<file path="src/rtl/audio_pkg.sv">
// Shared constants and types for the I2S audio output path.
package audio_pkg;

  localparam int unsigned ACCUM_STEP_48K  = 245760;
  localparam int unsigned ACCUM_MOD_74M25 = 742500;
  localparam int unsigned SAMPLE_W        = 16;
  localparam int unsigned SLOT_BITS       = 32;
  localparam int unsigned FRAME_BITS      = 64;
  localparam int unsigned ACCUM_W         = 22;
  localparam int unsigned BITCNT_W        = $clog2(FRAME_BITS);

  typedef struct packed {
    logic [SAMPLE_W-1:0] l;
    logic [SAMPLE_W-1:0] r;
  } sample_pair_t;

  // Serial bit for frame position p, including the one-SCLK I2S delay after each LRCK edge.
  function automatic logic serial_bit(input sample_pair_t pair, input logic [BITCNT_W-1:0] p);
    int unsigned pi;
    pi = p;
    serial_bit = 1'b0;
    if (pi >= 1 && pi <= 16)
      serial_bit = pair.l[4'(16 - pi)];
    else if (pi >= 33 && pi <= 48)
      serial_bit = pair.r[4'(48 - pi)];
  endfunction

endpackage

</file>
<file path="src/rtl/audio_sample_fifo.sv">
// Small synchronous FIFO holding stereo sample pairs; dout shows the head entry.
module audio_sample_fifo #(
  parameter int unsigned DEPTH = 4,
  parameter int unsigned WIDTH = 32
) (
  input  logic             clk_74a,
  input  logic             reset_n,
  input  logic             push,
  input  logic [WIDTH-1:0] din,
  output logic             full,
  input  logic             pop,
  output logic             empty,
  output logic [WIDTH-1:0] dout
);

  localparam int unsigned AW = $clog2(DEPTH);

  logic [WIDTH-1:0] mem [DEPTH];
  logic [AW:0]      wr_ptr;
  logic [AW:0]      rd_ptr;

  // Extra pointer bit distinguishes full from empty when the indices match.
  assign empty = (wr_ptr == rd_ptr);
  assign full  = (wr_ptr[AW] != rd_ptr[AW]) && (wr_ptr[AW-1:0] == rd_ptr[AW-1:0]);
  assign dout  = mem[rd_ptr[AW-1:0]];

  always_ff @(posedge clk_74a or negedge reset_n) begin
    if (!reset_n) begin
      wr_ptr <= '0;
      rd_ptr <= '0;
    end else begin
      if (push && !full)
        wr_ptr <= wr_ptr + 1'b1;
      if (pop && !empty)
        rd_ptr <= rd_ptr + 1'b1;
    end
  end

  always_ff @(posedge clk_74a) begin
    if (push && !full)
      mem[wr_ptr[AW-1:0]] <= din;
  end

endmodule

</file>
<file path="src/rtl/audio_i2s_ctrl.sv">
// I2S output sequencer: fractional MCLK generator, SCLK/LRCK framing and sample serialiser.
module audio_i2s_ctrl
  import audio_pkg::*;
#(
  parameter int unsigned ACCUM_STEP = ACCUM_STEP_48K,
  parameter int unsigned ACCUM_MOD  = ACCUM_MOD_74M25,
  parameter int unsigned FIFO_DEPTH = 4
) (
  input  logic                clk_74a,
  input  logic                reset_n,
  input  logic [SAMPLE_W-1:0] sample_l,
  input  logic [SAMPLE_W-1:0] sample_r,
  input  logic                sample_valid,
  output logic                sample_ready,
  input  logic                mute,
  output logic                audio_mclk,
  output logic                audio_lrck,
  output logic                audio_dac,
  output logic                frame_strobe,
  output logic [15:0]         underflow_cnt
);

  localparam logic [ACCUM_W-1:0] STEP = ACCUM_W'(ACCUM_STEP);
  localparam logic [ACCUM_W-1:0] MOD  = ACCUM_W'(ACCUM_MOD);

  logic [ACCUM_W-1:0]  accum;
  logic [ACCUM_W-1:0]  accum_sum;
  logic                wrap;
  logic                mclk_rise;
  logic [1:0]          sclk_div;
  logic                sclk_fall_evt;
  logic [BITCNT_W-1:0] bitcnt;
  logic [BITCNT_W-1:0] bitcnt_next;
  logic                frame_start;
  logic                primed;
  sample_pair_t        frame_reg;

  logic                fifo_push;
  logic                fifo_pop;
  logic                fifo_full;
  logic                fifo_empty;
  sample_pair_t        fifo_din;
  sample_pair_t        fifo_dout;

  always_comb begin
    accum_sum     = accum + STEP;
    wrap          = (accum_sum >= MOD);
    mclk_rise     = wrap && !audio_mclk;
    sclk_fall_evt = mclk_rise && (sclk_div == 2'd3);
    bitcnt_next   = bitcnt + 1'b1;
    frame_start   = sclk_fall_evt && (bitcnt_next == '0);
  end

  assign sample_ready = !fifo_full;
  assign fifo_push    = sample_valid && !fifo_full;
  assign fifo_pop     = frame_start && !fifo_empty;
  assign fifo_din     = {sample_l, sample_r};

  audio_sample_fifo #(
    .DEPTH (FIFO_DEPTH),
    .WIDTH (2 * SAMPLE_W)
  ) u_fifo (
    .clk_74a (clk_74a),
    .reset_n (reset_n),
    .push    (fifo_push),
    .din     (fifo_din),
    .full    (fifo_full),
    .pop     (fifo_pop),
    .empty   (fifo_empty),
    .dout    (fifo_dout)
  );

  always_ff @(posedge clk_74a or negedge reset_n) begin
    if (!reset_n) begin
      accum         <= '0;
      audio_mclk    <= 1'b0;
      sclk_div      <= '0;
      bitcnt        <= '1;
      audio_lrck    <= 1'b1;
      audio_dac     <= 1'b0;
      frame_strobe  <= 1'b0;
      frame_reg     <= '0;
      primed        <= 1'b0;
      underflow_cnt <= '0;
    end else begin
      frame_strobe <= frame_start;

      if (wrap) begin
        accum      <= accum_sum - MOD;
        audio_mclk <= !audio_mclk;
      end else begin
        accum <= accum_sum;
      end

      if (mclk_rise)
        sclk_div <= sclk_div + 2'd1;

      if (fifo_push)
        primed <= 1'b1;

      // The old frame_reg is still shifted out here; at frame start p=0 yields 0 anyway.
      if (sclk_fall_evt) begin
        bitcnt     <= bitcnt_next;
        audio_lrck <= bitcnt_next[BITCNT_W-1];
        audio_dac  <= serial_bit(frame_reg, bitcnt_next);
      end

      if (frame_start) begin
        frame_reg <= (fifo_empty || mute) ? '0 : fifo_dout;
        if (fifo_empty && primed && (underflow_cnt != '1))
          underflow_cnt <= underflow_cnt + 1'b1;
      end
    end
  end

endmodule

</file>
<file path="config.mk">
export PLATFORM = sky130hd
export DESIGN_NAME = audio_i2s_ctrl
export DESIGN_NICKNAME = d
export VERILOG_FILES = /design/src/rtl/audio_pkg.sv /design/src/rtl/audio_sample_fifo.sv /design/src/rtl/audio_i2s_ctrl.sv
export SDC_FILE = /design/constraint.sdc
export NUM_CORES = 1
export LEC_CHECK = 0
export CAP_MARGIN = 5
export CORE_MARGIN = 4
export CORE_UTILIZATION = 45
export CTS_CLUSTER_DIAMETER = 150
export DETAILED_ROUTE_END_ITERATION = 6
export GPL_TIMING_DRIVEN = 0
export PLACE_DENSITY = 0.65
export SLEW_MARGIN = 5
export SYNTH_ARGS = -nofsm -noshare
export SYNTH_HDL_FRONTEND = slang
export SYNTH_SLANG_ARGS = --single-unit
</file>
<file path="constraint.sdc">
create_clock -name clk_74a -period 5.71 [get_ports clk_74a]
set_input_delay 1.142 -clock clk_74a [delete_from_list [all_inputs] [get_ports clk_74a]]
set_output_delay 1.142 -clock clk_74a [all_outputs]
set_load 0.01 [all_outputs]
</file>
# Word-level counts from Yosys, hierarchy flattened
# Memory sizes are Yosys's and may differ from the RTL's.
# Index checks and enable logic that the tools add are counted.
# W data, S select, Z words.
[totals]
register_bits = 89
mem_bits_rw = 128
input_bits = 36
word_cells = 63
memories = 1
[classes]
addsub = 9
n_lt_le_gt_ge = 7
eq_ne = 5
n_mux = 10
reduce_logical = 18
[memory_table]
columns = ["name", "depth", "width", "read_ports", "rd_ports_with_merged_regs", "write_ports", "line", "source"]
rows = [
  ["u_fifo.mem", 4, 32, 1, 0, 1, "audio_sample_fifo.sv:18", "logic [WIDTH-1:0] mem [DEPTH];"],
]
[ops]
columns = ["operator", "n"]
rows = [
  ["$mux W32", 1],
  ["$add A22 B18 Y22 const B", 1],
  ["$ge A22 B20 Y1 const B", 1],
  ["$mux W22", 1],
  ["$sub A22 B20 Y22 const B", 1],
  ["$add A16 B1 Y16 const B", 1],
  ["$ne A16 B16 Y1 const B", 1],
  ["$logic_and A1 B1 Y1", 12],
  ["$lt A4 B5 Y1 const B", 2],
  ["$bmux W1 S4", 2],
  ["$sub A1 B4 Y4 const A", 2],
  ["$add A3 B1 Y3 const B", 2],
  ["$add A6 B1 Y6 const B", 1],
  ["$ge A6 B1 Y1 const B", 1],
  ["$ge A6 B6 Y1 const B", 1],
  ["$le A6 B5 Y1 const B", 1],
  ["$le A6 B6 Y1 const B", 1],
  ["$logic_not A6 Y1", 1],
  ["$mux W1", 6],
  ["$eq A3 B3 Y1", 1],
  ["$logic_not A1 Y1", 3],
  ["$add A2 B1 Y2 const B", 1],
  ["$eq A2 B2 Y1", 1],
  ["$eq A2 B2 Y1 const B", 1],
  ["other kinds (3)", 3],
]

# Longest topological paths before layout
[depth]
ltp_word = 7
depth_mapped = 12
ltp_nobuf = 9

# By module
# A second synthesis with hierarchy kept.
[hier_totals]
cells_unflattened = 641
hier_area_um2 = 9327.7
[modules_own_cells]
columns = ["mod", "instances", "cells_per_inst", "area_per_inst_um2"]
rows = [
  ["audio_sample_fifo", 1, 216, 5076.1],
  ["audio_i2s_ctrl", 1, 425, 4251.6],
]

# Least setup slack after synthesis
# No wires, ideal clock.
[synth_path]
path_type = "reg-to-reg"
start = "reg bitcnt[0]"
end = "reg audio_dac"
setup_time_ns = 0.123
arrival_ns = 2.610
slack_ns = 2.978
path_stages_with_launch = 12
synth_period_minus_slack_ns = 2.732
cell_sequence = "dfstp_2 buf_2 inv_1 ha_1 buf_1 nor2_1 a2111o_1 nand4b_1 mux2i_1 mux2i_1 mux2i_1 o2bb2ai_1"
[synth_between]
elab_chain_len = 6
[synth_rtl]
columns = ["item", "line", "source"]
rows = [
  ["from (decl)", "audio_i2s_ctrl.sv:32", "logic [BITCNT_W-1:0] bitcnt;"],
  ["from (signal assigned)", "audio_i2s_ctrl.sv:103", "bitcnt <= bitcnt_next;"],
  ["$add A6 B1 Y6 *", "audio_i2s_ctrl.sv:50", "bitcnt_next = bitcnt + 1'b1;"],
  ["via bitcnt_next[0]", "audio_i2s_ctrl.sv:33", "logic [BITCNT_W-1:0] bitcnt_next;"],
  ["$sub A1 B4 Y4", "audio_pkg.sv:23, audio_pkg.sv:25", ""],
  ["$bmux W1 S4", "audio_pkg.sv:25", "serial_bit = pair.r[4'(48 - pi)];"],
  ["$mux W1 (not written as such)", "audio_pkg.sv:25", ""],
  ["$mux W1", "audio_pkg.sv:24", "else if (pi >= 33 && pi <= 48)"],
  ["$mux W1 *", "audio_pkg.sv:22", "if (pi >= 1 && pi <= 16)"],
  ["to (signal assigned)", "audio_i2s_ctrl.sv:105", "audio_dac <= serial_bit(frame_reg, bitcnt_next);"],
  ["to (decl)", "audio_i2s_ctrl.sv:18", "output logic audio_dac,"],
]
# The timed path passes the listed nets; every way through them passes the cells marked *. The select of a mux whose other input is x is not followed.
# A chain may end at the register's enable or synchronous reset.

# Worst setup path in the final report
[layout_path]
start = "reg u_fifo.rd_ptr[0]"
end = "out sample_ready"
[layout_between]
elab_chain_len = 3
[layout_rtl]
columns = ["item", "line", "source"]
rows = [
  ["from (decl)", "audio_sample_fifo.sv:20", "logic [AW:0] rd_ptr;"],
  ["from (signal assigned)", "audio_sample_fifo.sv:35", "rd_ptr <= rd_ptr + 1'b1;"],
  ["$eq A2 B2 Y1", "audio_sample_fifo.sv:24", "assign full = (wr_ptr[AW] != rd_ptr[AW]) && (wr_ptr[AW-1:0] == rd_ptr[AW-1:0]);"],
  ["$logic_and A1 B1 Y1", "audio_sample_fifo.sv:24", ""],
  ["$logic_not A1 Y1", "audio_i2s_ctrl.sv:54", "assign sample_ready = !fifo_full;"],
  ["to (decl)", "audio_i2s_ctrl.sv:14", "output logic sample_ready,"],
]
# Every way passes these cells.

==> out/qor.yml <==
p_clk_frac: 0.384
fin_crit_sh: 0.605
fin_nets: 766
cts.clk_slew.worst_paths_ns: 0.06
layout_min_cycle_time_ns: 3.46
ys_seq_area_frac: 0.654
drc: 0
crit_end: "sample_ready"
ys_ff_latch: 214
dp_hpwl_mm: 11.7
rsz0062_at_grt: "no"
syn_to_final_growth_pct: 19.0
power_frac_comb: 0.106
drt_iter0_markers: 244
h-tree-depth: 1
hold_viol_final: 0
detailedPlace.worstSlack_ns: 2.39
skew_ns: 0.0185
synth-edff-count: 128
grt_pass1_wl_mm: 29.4
worstRegToRegCells: 11
layout_setup_ws_ns: 2.25
p_switching_uw: 873
finalWirelength_mm: 17.6
regToRegEndpoint: "audio_dac"
tightest_slew_ns: 0.941
path_cells: "clkbuf_1 > xor2_1 > nor2_1 > nand2_1 > clkdlybuf4s50_1"
insertion_delay_ns: 0.52
slowest_stage: "clkdlybuf4s50_1"
cts_root_buffer: "clkbuf_16"
min_path_type: "flip-flop to flip-flop"
antenna_found_initial: 0
vias: 5302
cp.arrival_ns: 2.31
io_buffers: 56
setup_viol: 0
place_congestion: 0.794
grt_max_degree: 70
slew_viol_final: 0
antenna_cells: 0
p_sw_frac: 0.235
detail-route-antenna-nets: 0
cp_top_family: "buffers and inverters"
die_area_sq_um: 22700
netlist.area_leader.share: 0.419
stdcell_count: 999
ys_types: 57
clock_path_buffers: 3
grt_pass1_vias: 5680
netlist_instances: 631
drtPass1Iterations: 5
crit_path_max_fanout: 7
pwr-share-seq: 0.510
largest_reg_flops: 128
syn_avg_cell_area_sq_um: 14.5
power_density_nw_per_um2: 340
relSlewSlack: 0.373
synth_top_area_cell: "edfxtp_1"
grt_overflow_total: 0
rrSetupSlack_ns: 2.44
cts_inserted_buffers: 23
drv_cap: 0
setup_tns_ns: 0
leakage_nw: 4.09
worstPathRequired_ns: 4.57
place_inst: 957
die_x_microns: 151
p_int_mw: 2.84
cp_slowest_stage_delay_ns: 0.57
peakVddDrop_v: 0.000273
critPathKind: "flip-flop to output port"
grt_usage: 0.163
clock_sinks: 214
synth_fp_nets: 680
wl_per_cell_microns: 17.6
final_layout_size_suffix_gt1_frac: 0.147
postCtsSetupBuffers: 0
hold_buffers: 0
viasPerCell: 5.31
synth_area_leaders: "edfxtp_1 (42%), dfrtp_1 (22%), mux4_2 (9.8%)"
cts_resized: 0
ios: 57
rows: 51
yosysWarnings: 0
outcome: "finished clean"
synth_area_sq_um: 9180
start_util: 0.464
timing.fmax_mhz: 289
startpoint: "u_fifo.rd_ptr[0]"
crit-reg2reg-launch: "bitcnt[0]"
synth-main-ff-cell: "edfxtp_1"
die_h_microns: 151
crit_buf_inv: 2
cp-end-kind: "output port"
cts_tree: "built"
async_reset_ff_frac: 0.402
path_depth: 5
core_sq_um: 19800
cp-start-kind: "flip-flop"
logic make-up (layout without fill, tap and decap cells):
kind of cell	after synthesis	after routing	share of synthesized area
AO/OA/AOI/OAI	68	68	0.0442
flip-flops	214	214	0.654
multiplexers	53	53	0.113
buffers and inverters	42	145	0.0202
XOR/XNOR	53	53	0.0506
AND/OR/NAND/NOR	188	188	0.100
adder cells (fa/ha/maj)	13	13	0.0177
area by class of cell:
cell class,instances,area (sq um)
Sequential cell,214,6000
Fill cell,1608,8860
Multi-Input combinational cell,375,3000
Clock buffer,38,703
Buffer,30,140
Clock inverter,4,35.0
Timing Repair Buffer,61,666
Inverter,12,45.0
Tap cell,265,332
Yosys cell counts (all sizes together), types with 2 or more instances:
| library cell | instances |
|---|---|
| dfrtp | 80 |
| nor3 | 8 |
| nand2b | 5 |
| o21ai | 44 |
| buf | 15 |
| nand3 | 12 |
| edfxtp | 128 |
| a21oi | 6 |
| mux2i | 8 |
| ha | 13 |
| nor3b | 3 |
| and4 | 4 |
| xnor2 | 20 |
| o31ai | 2 |
| nor2 | 22 |
| clkbuf | 15 |
| nand2 | 89 |
| a2111o | 2 |
| mux2 | 5 |
| and2 | 3 |
| nor2b | 9 |
| dfstp | 6 |
| or4 | 2 |
| or3 | 3 |
| and3 | 12 |
| mux4 | 40 |
| xor2 | 33 |
| o211ai | 2 |
| nand4 | 7 |
| nand4b | 2 |
| inv | 12 |
worst min path at each step:
stage | startpoint | endpoint | slack (ns) | cells past startpoint
finish | primed | primed | 0.47 | 1
global route | sclk_div[0] | sclk_div[0] | 0.50 | 1
CTS | sclk_div[0] | sclk_div[0] | 0.48 | 1
detailed placement | primed | primed | 0.47 | 1
global placement | primed | primed | 0.46 | 1
floorplan | primed | primed | 0.44 | 1
layer usage:
| layer | vias to the layer above | routed length [microns] | track usage |
|---|---|---|---|
| li1 | 2510 | - | - |
| met1 | 2635 | 7620 | 0.218 |
| met2 | 124 | 8660 | 0.276 |
| met3 | 33 | 904 | 0.0260 |
| met4 | 0 | 446 | 0.0517 |
| met5 | - | 0 | 0 |
cells in the final DEF (no fill, tap or decap), types with 5 or more instances in the layout:
cell type / instances
xor2_1: 33
buf_2: 7
dfstp_2: 6
o21ai_0: 42
nor2_1: 22
clkbuf_8: 5
nand3_1: 11
nand2_1: 89
nand2b_1: 5
nor2b_1: 9
nand4_1: 7
mux4_2: 40
inv_1: 12
clkdlybuf4s50_1: 55
a21oi_1: 6
nor3_1: 8
clkbuf_16: 24
mux2i_1: 8
dfrtp_1: 80
and3_1: 8
xnor2_1: 20
ha_1: 13
edfxtp_1: 128
clkbuf_1: 24
buf_1: 5
per-stage QoR:
step	power [mW]	util	hold slack, ns	area, sq um
after global routing	3.88	0.552	0.495	10900
after detailed placement	2.33	0.515	0.467	10200
final	3.72	0.552	0.473	10900
after floorplan	2.13	-	0.439	9180
after CTS	3.77	0.552	0.479	10900
after global placement	2.28	0.509	0.455	10100
power groups by stage:
stage / clock (mW) / combinational, mW / sequential [mW]
floorplan: 0 / 0.211 / 1.92
global placement: 0 / 0.348 / 1.93
detailed placement: 0 / 0.404 / 1.93
CTS: 1.47 / 0.405 / 1.90
global route: 1.53 / 0.432 / 1.91
finish: 1.43 / 0.394 / 1.90
(Power assumes the default switching activity.)
